===== config.mk =====
export PLATFORM = sky130hd
export DESIGN_NAME = seq_datapath_core
export DESIGN_NICKNAME = d
export VERILOG_FILES = /design/src/rtl/seq_datapath_core.sv
export SDC_FILE = /design/constraint.sdc
export NUM_CORES = 2
export LEC_CHECK = 0
export ABC_CLOCK_PERIOD_IN_PS = 5860
export CORE_ASPECT_RATIO = 0.8
export CORE_MARGIN = 8
export CORE_UTILIZATION = 33
export DETAILED_ROUTE_END_ITERATION = 16
export PLACE_DENSITY = 0.53
export SLEW_MARGIN = 30
export SYNTH_ARGS = -nofsm -noshare
export SYNTH_HDL_FRONTEND = slang
export SYNTH_SLANG_ARGS = --single-unit

===== constraint.sdc =====
create_clock -name Clock -period 5.86 [get_ports Clock]
set_input_delay 1.465 -clock Clock [delete_from_list [all_inputs] [get_ports Clock]]
set_output_delay 1.465 -clock Clock [all_outputs]
set_load 0.05 [all_outputs]

===== src/rtl/seq_datapath_core.sv =====
`default_nettype none
// ============================================================================
// Module   : seq_datapath_core
// Function : Multi-cycle Mini SRC core with a register file, HI/LO, ALU,
//            shift-add signed multiplier and a req/ack memory port.
// Revision : 1.0
// ============================================================================
module seq_datapath_core #(
    parameter int DATA_W   = 32,
    parameter int NREGS    = 16,
    parameter int ADDR_W   = 9,
    parameter int RESET_PC = 0
) (
    input  logic              Clock,
    input  logic              Clear,
    input  logic              run,
    output logic              mem_req,
    output logic              mem_we,
    output logic [ADDR_W-1:0] mem_addr,
    output logic [DATA_W-1:0] mem_wdata,
    input  logic              mem_ack,
    input  logic [DATA_W-1:0] mem_rdata,
    input  logic [3:0]        dbg_sel,
    output logic [DATA_W-1:0] dbg_data,
    output logic [ADDR_W-1:0] pc_out,
    output logic              busy,
    output logic              halted,
    output logic              illegal
);

    localparam int RW    = $clog2(NREGS);
    localparam int SH_W  = $clog2(DATA_W);
    localparam int CNT_W = $clog2(DATA_W) + 1;

    localparam logic [4:0] OP_LD   = 5'b00000;
    localparam logic [4:0] OP_LDI  = 5'b00001;
    localparam logic [4:0] OP_ST   = 5'b00010;
    localparam logic [4:0] OP_ADD  = 5'b00011;
    localparam logic [4:0] OP_SUB  = 5'b00100;
    localparam logic [4:0] OP_SHR  = 5'b00101;
    localparam logic [4:0] OP_SHL  = 5'b00111;
    localparam logic [4:0] OP_AND  = 5'b01010;
    localparam logic [4:0] OP_OR   = 5'b01011;
    localparam logic [4:0] OP_ADDI = 5'b01100;
    localparam logic [4:0] OP_ANDI = 5'b01101;
    localparam logic [4:0] OP_ORI  = 5'b01110;
    localparam logic [4:0] OP_MUL  = 5'b01111;
    localparam logic [4:0] OP_MFHI = 5'b11000;
    localparam logic [4:0] OP_MFLO = 5'b11001;
    localparam logic [4:0] OP_NOP  = 5'b11010;
    localparam logic [4:0] OP_HALT = 5'b11011;

    typedef enum logic [2:0] {
        S_IDLE   = 3'd0,
        S_FETCH  = 3'd1,
        S_DECODE = 3'd2,
        S_EXEC   = 3'd3,
        S_MEM    = 3'd4,
        S_MUL    = 3'd5,
        S_HALT   = 3'd6
    } state_t;

    state_t              state;
    logic [ADDR_W-1:0]   pc;
    logic [31:0]         ir;
    logic [DATA_W-1:0]   regs [NREGS];
    logic [DATA_W-1:0]   hi;
    logic [DATA_W-1:0]   lo;
    logic [DATA_W-1:0]   opa;
    logic [DATA_W-1:0]   opb;
    logic [DATA_W-1:0]   opd;
    logic [DATA_W-1:0]   mcand;
    logic [2*DATA_W-1:0] prod;
    logic [CNT_W-1:0]    cnt;
    logic                neg;

    logic [4:0]          opcode;
    logic [RW-1:0]       ra;
    logic [RW-1:0]       rb;
    logic [RW-1:0]       rc;
    logic [DATA_W-1:0]   cimm;
    logic                uses_base;
    logic                uses_imm;
    logic                writes_ra;
    logic                simple_end;
    logic [DATA_W-1:0]   alu_res;
    logic [DATA_W-1:0]   ea;
    logic [DATA_W:0]     step_sum;
    logic [2*DATA_W-1:0] prod_next;
    logic [2*DATA_W-1:0] prod_final;
    logic                xfer_done;
    logic                instr_end;
    logic                unused_sink;

    function automatic logic [DATA_W-1:0] mag(input logic [DATA_W-1:0] x);
        return x[DATA_W-1] ? -x : x;
    endfunction

    assign opcode = ir[31:27];
    assign ra     = ir[23 +: RW];
    assign rb     = ir[19 +: RW];
    assign rc     = ir[15 +: RW];
    assign cimm   = {{(DATA_W-19){ir[18]}}, ir[18:0]};

    assign uses_base = (opcode == OP_LD) || (opcode == OP_LDI) || (opcode == OP_ST);
    assign uses_imm  = uses_base || (opcode == OP_ADDI) || (opcode == OP_ANDI)
                     || (opcode == OP_ORI);

    always_comb begin
        alu_res   = '0;
        writes_ra = 1'b1;
        case (opcode)
            OP_LDI, OP_ADD, OP_ADDI: alu_res = opa + opb;
            OP_SUB:                  alu_res = opa - opb;
            OP_SHR:                  alu_res = opa >> opb[SH_W-1:0];
            OP_SHL:                  alu_res = opa << opb[SH_W-1:0];
            OP_AND, OP_ANDI:         alu_res = opa & opb;
            OP_OR, OP_ORI:           alu_res = opa | opb;
            OP_MFHI:                 alu_res = hi;
            OP_MFLO:                 alu_res = lo;
            default:                 writes_ra = 1'b0;
        endcase
    end

    assign simple_end = writes_ra || (opcode == OP_NOP);
    assign ea         = opa + opb;

    // One shift-add step: conditionally add the multiplicand into the upper
    // half, then shift the whole product/multiplier pair right by one.
    assign step_sum   = {1'b0, prod[2*DATA_W-1:DATA_W]}
                      + (prod[0] ? {1'b0, mcand} : {(DATA_W+1){1'b0}});
    assign prod_next  = {step_sum, prod[DATA_W-1:1]};
    assign prod_final = neg ? -prod_next : prod_next;

    assign xfer_done = mem_req && mem_ack;
    assign instr_end = ((state == S_EXEC) && simple_end)
                     || ((state == S_MEM) && xfer_done)
                     || ((state == S_MUL) && (cnt == CNT_W'(1)));

    always_ff @(posedge Clock or negedge Clear) begin
        if (!Clear) begin
            state     <= S_IDLE;
            pc        <= ADDR_W'(RESET_PC);
            ir        <= '0;
            hi        <= '0;
            lo        <= '0;
            opa       <= '0;
            opb       <= '0;
            opd       <= '0;
            mcand     <= '0;
            prod      <= '0;
            cnt       <= '0;
            neg       <= 1'b0;
            mem_req   <= 1'b0;
            mem_we    <= 1'b0;
            mem_addr  <= '0;
            mem_wdata <= '0;
            illegal   <= 1'b0;
            for (int i = 0; i < NREGS; i++) begin
                regs[i] <= '0;
            end
        end else begin
            case (state)
                S_IDLE: begin
                    if (run) begin
                        state    <= S_FETCH;
                        mem_req  <= 1'b1;
                        mem_we   <= 1'b0;
                        mem_addr <= pc;
                    end
                end
                S_FETCH: begin
                    if (xfer_done) begin
                        ir      <= mem_rdata[31:0];
                        pc      <= pc + ADDR_W'(1);
                        mem_req <= 1'b0;
                        state   <= S_DECODE;
                    end
                end
                S_DECODE: begin
                    opa   <= (uses_base && (rb == '0)) ? '0 : regs[rb];
                    opb   <= uses_imm ? cimm : regs[rc];
                    opd   <= regs[ra];
                    state <= S_EXEC;
                end
                S_EXEC: begin
                    if (writes_ra) begin
                        regs[ra] <= alu_res;
                    end
                    if ((opcode == OP_LD) || (opcode == OP_ST)) begin
                        mem_req  <= 1'b1;
                        mem_we   <= (opcode == OP_ST);
                        mem_addr <= ea[ADDR_W-1:0];
                        if (opcode == OP_ST) begin
                            mem_wdata <= opd;
                        end
                        state <= S_MEM;
                    end else if (opcode == OP_MUL) begin
                        mcand <= mag(opd);
                        prod  <= {{DATA_W{1'b0}}, mag(opa)};
                        neg   <= opd[DATA_W-1] ^ opa[DATA_W-1];
                        cnt   <= CNT_W'(DATA_W);
                        state <= S_MUL;
                    end else if (opcode == OP_HALT) begin
                        state <= S_HALT;
                    end else if (!simple_end) begin
                        illegal <= 1'b1;
                        state   <= S_HALT;
                    end
                end
                S_MEM: begin
                    if (xfer_done) begin
                        mem_req <= 1'b0;
                        mem_we  <= 1'b0;
                        if (opcode == OP_LD) begin
                            regs[ra] <= mem_rdata;
                        end
                    end
                end
                S_MUL: begin
                    prod <= prod_next;
                    cnt  <= cnt - CNT_W'(1);
                    if (cnt == CNT_W'(1)) begin
                        {hi, lo} <= prod_final;
                    end
                end
                default: ;
            endcase

            // The END decision is folded into the last edge of each instruction.
            if (instr_end) begin
                if (run) begin
                    state    <= S_FETCH;
                    mem_req  <= 1'b1;
                    mem_we   <= 1'b0;
                    mem_addr <= pc;
                end else begin
                    state <= S_IDLE;
                end
            end
        end
    end

    assign dbg_data = regs[dbg_sel[RW-1:0]];
    assign pc_out   = pc;
    assign busy     = (state != S_IDLE) && (state != S_HALT);
    assign halted   = (state == S_HALT);

    // Field bits not used by every NREGS/DATA_W combination.
    assign unused_sink = ^{ir, ea, dbg_sel, mem_rdata};

endmodule
`default_nettype wire

==> flow_metrics.py <==
metrics = {
    "clock_network": {
        "cts.sinks": 863,
        "clkLatencyLatePin_ns": 0.77,
        "post_cts_resized": 0,
        "htree_levels": 3,
        "cts_buffers": 100,
        "root_buffer": "clkbuf_16",
        "cts_buffer_depth": 3,
        "cts_tree": "built",
        "holdBufCountCts": 0,
        "clk_pin_slew_ns": 0.06,
        "postCtsSetupBuffers": 0,
    },
    "synthesis": {
        "synth.top_cell.area_share": 0.354,
        "ys_seq_elements": 863,
        "synth_cell_types": 89,
        "netlist_area_um2": 61000,
        "synthSimpleGateAreaFrac": 0.121,
        "async_flop_share": 1.00,
        "yosysMostFrequentCell": "nand2_1",
        "synth_top_cell_by_area": "dfrtp_1",
        "synth-xor-area-share": 0.0233,
        "dominantRegCellSynth": "dfrtp_1",
        "synthTopCellsByCount": "nand2_1 (1014), o21ai_0 (889), dfrtp_1 (863)",
        "synthTopCellsByArea": "dfrtp_1 (35%), mux4_2 (24%), o21ai_0 (7.3%), nand2_1 (6.2%), ha_1 (2.7%)",
        "synth_nets": 6178,
        "synthCells": 6001,
        "synth.avg_cell_area_um2": 10.2,
        "synth.area.mux_share": 0.273,
        "synth_fa_ha_area_frac": 0.0285,
        "synth_compound_area_frac": 0.158,
        "synth_top_family_by_area": "multiplexers",
        "yosys_warnings": 0,
        "synth_enable_flop_cells": 0,
        "seq_area_frac_synth": 0.354,
    },
    "detailed_routing": {
        "routedWlPerCell_um": 29.5,
        "vias_per_cell": 6.16,
        "drc": 0,
        "first_iter_violations": 6610,
        "num_vias": 51600,
        "first_pass_iters": 8,
        "routed_wl_um": 247000,
        "ant_nets": 0,
    },
    "floorplan": {
        "design.core.area_um2": 184000,
        "die_area_um2": 199000,
        "rows": 141,
        "initial_core_util": 0.331,
        "dieWidth_um": 497,
        "ios": 127,
        "die_h_um": 401,
    },
    "place": {
        "hpwl_um": 173000,
        "gp_congestion": 0.989,
        "io_buffers": 126,
    },
    "timing": {
        "post-route-period-util": 0.902,
        "fin_crit_ns": 5.28,
        "tightest_slew_ns": 1.20,
        "fin_worst_skew_ns": 0.0565,
        "max_freq_mhz": 189,
        "relSlewSlack": 0.192,
        "rsz0062_at_grt": "false",
        "final_max_slew_viol_count": 0,
        "setup_violations": 0,
        "tns_ns": 0,
        "hold_viol_final": 0,
        "fin_hold_ws_ns": 0.471,
    },
    "worst_setup_path": {
        "r2r_end": "regs[446]",
        "worstReg2RegStart": "opa[1]",
        "cp-end-kind": "primary output",
        "rr_worst_depth": 12,
        "path_max_fanout": 24,
        "cp.arrival_ns": 3.82,
        "path_class": "in -> out",
        "required_ns": 4.39,
        "critPathLaunchType": "input pin",
        "ff2ff_setup_slack_ns": 0.85,
    },
    "job": {
        "drv_cap": 0,
    },
    "min_path": {
        "hold_depth": 2,
        "holdPathEnd": "ir[5]",
        "hp-start": "ir[5]",
        "hold_path_class": "reg -> reg",
    },
    "global_route": {
        "grt-ovfl-total": 0,
        "antenna_found_initial": 16,
        "grt_max_degree": 157,
        "grt_pass1_vias": 48900,
        "grt_pass1_wl_um": 361000,
        "track_usage": 0.243,
    },
    "cells_and_area": {
        "layout-drive-gt1-share": 0.194,
        "synthToLayoutAreaGrowth_pct": 12.3,
        "regMostFlops": "regs",
        "largest_register_ffs": 512,
        "nNetsFinal": 6035,
        "largest_registers": "regs (512), prod (64)",
    },
    "pwr": {
        "ir_drop_v": 0.000349,
        "powerDensity_nw_per_um2": 498,
        "p_leak_nw": 27.1,
    },
    "outcome": {
        "status": "finished clean",
    },
}
==> cell families after synthesis <==
kind of cell,Yosys count
simple gates,1706
compound gates,1626
flops,863
mux,831
buf+inv,676
xor+xnor,162
fa+ha+maj,137
==> per-stage QoR <==
stage	cell area, um2	setup WS (ns)	util	std cells	total power [W]
5_1_grt	68500	0.500	0.372	8374	0.0357
3_5_place_dp	65000	0.564	0.353	8183	0.0272
6_report	68500	0.575	0.372	8379	0.0341
3_3_place_gp	65000	0.587	0.353	8183	0.0271
4_1_cts	68400	0.547	0.371	8370	0.0338
2_1_floorplan	61000	0.699	-	6001	0.0203
==> power by group <==
| group | internal (W) | switching [W] |
|---|---|---|
| logic | 0.00660 | 0.0112 |
| clock network | 0.00367 | 0.00282 |
| registers | 0.00724 | 0.00261 |
| total | 0.0175 | 0.0166 |
==> metal layers <==
metal  part of all wire  global-route usage
met1               0.43               0.348
met2               0.43               0.352
met3               0.10              0.0693
met4              0.039              0.0816
met5            0.00033                   0
==> worst max-delay path: stages <==
cell and delay [ns]:
buf_8 0.24, buf_12 0.26, mux4_2 0.54, mux4_2 0.52, clkdlybuf4s50_1 0.73
==> worst max-delay path by stage <==
stage / startpoint / end / slack, ns / cells past startpoint
after detailed placement: dbg_sel[0] / dbg_data[22] / 0.56 / 5
after global routing: dbg_sel[0] / dbg_data[22] / 0.50 / 5
after floorplan: dbg_sel[0] / dbg_data[11] / 0.70 / 4
final: dbg_sel[0] / dbg_data[22] / 0.58 / 5
after CTS: dbg_sel[0] / dbg_data[22] / 0.55 / 5
after global placement: dbg_sel[0] / dbg_data[23] / 0.59 / 5
==> cells in the final DEF (no fill, tap or decap), types with 84 or more instances in the layout <==
cell / n
a21oi_1: 201
buf_4: 148
clkbuf_16: 100
clkdlybuf4s50_1: 105
dfrtp_1: 847
ha_1: 134
inv_1: 141
mux2i_1: 119
mux4_2: 662
nand2_1: 1001
nand3_1: 84
nor2_1: 284
o21ai_0: 882
==> layout make-up <==
class / instances / area, um2
antenna: 5 / 12.5
clock buffer: 143 / 2870
clock inverter: 44 / 485
fill: 18200 / 116000
inverter: 144 / 541
multi-input combinational: 4462 / 37100
sequential: 863 / 21600
tap: 2431 / 3040
timing repair buffer: 287 / 2820
Power figures use the tool's default switching activity.
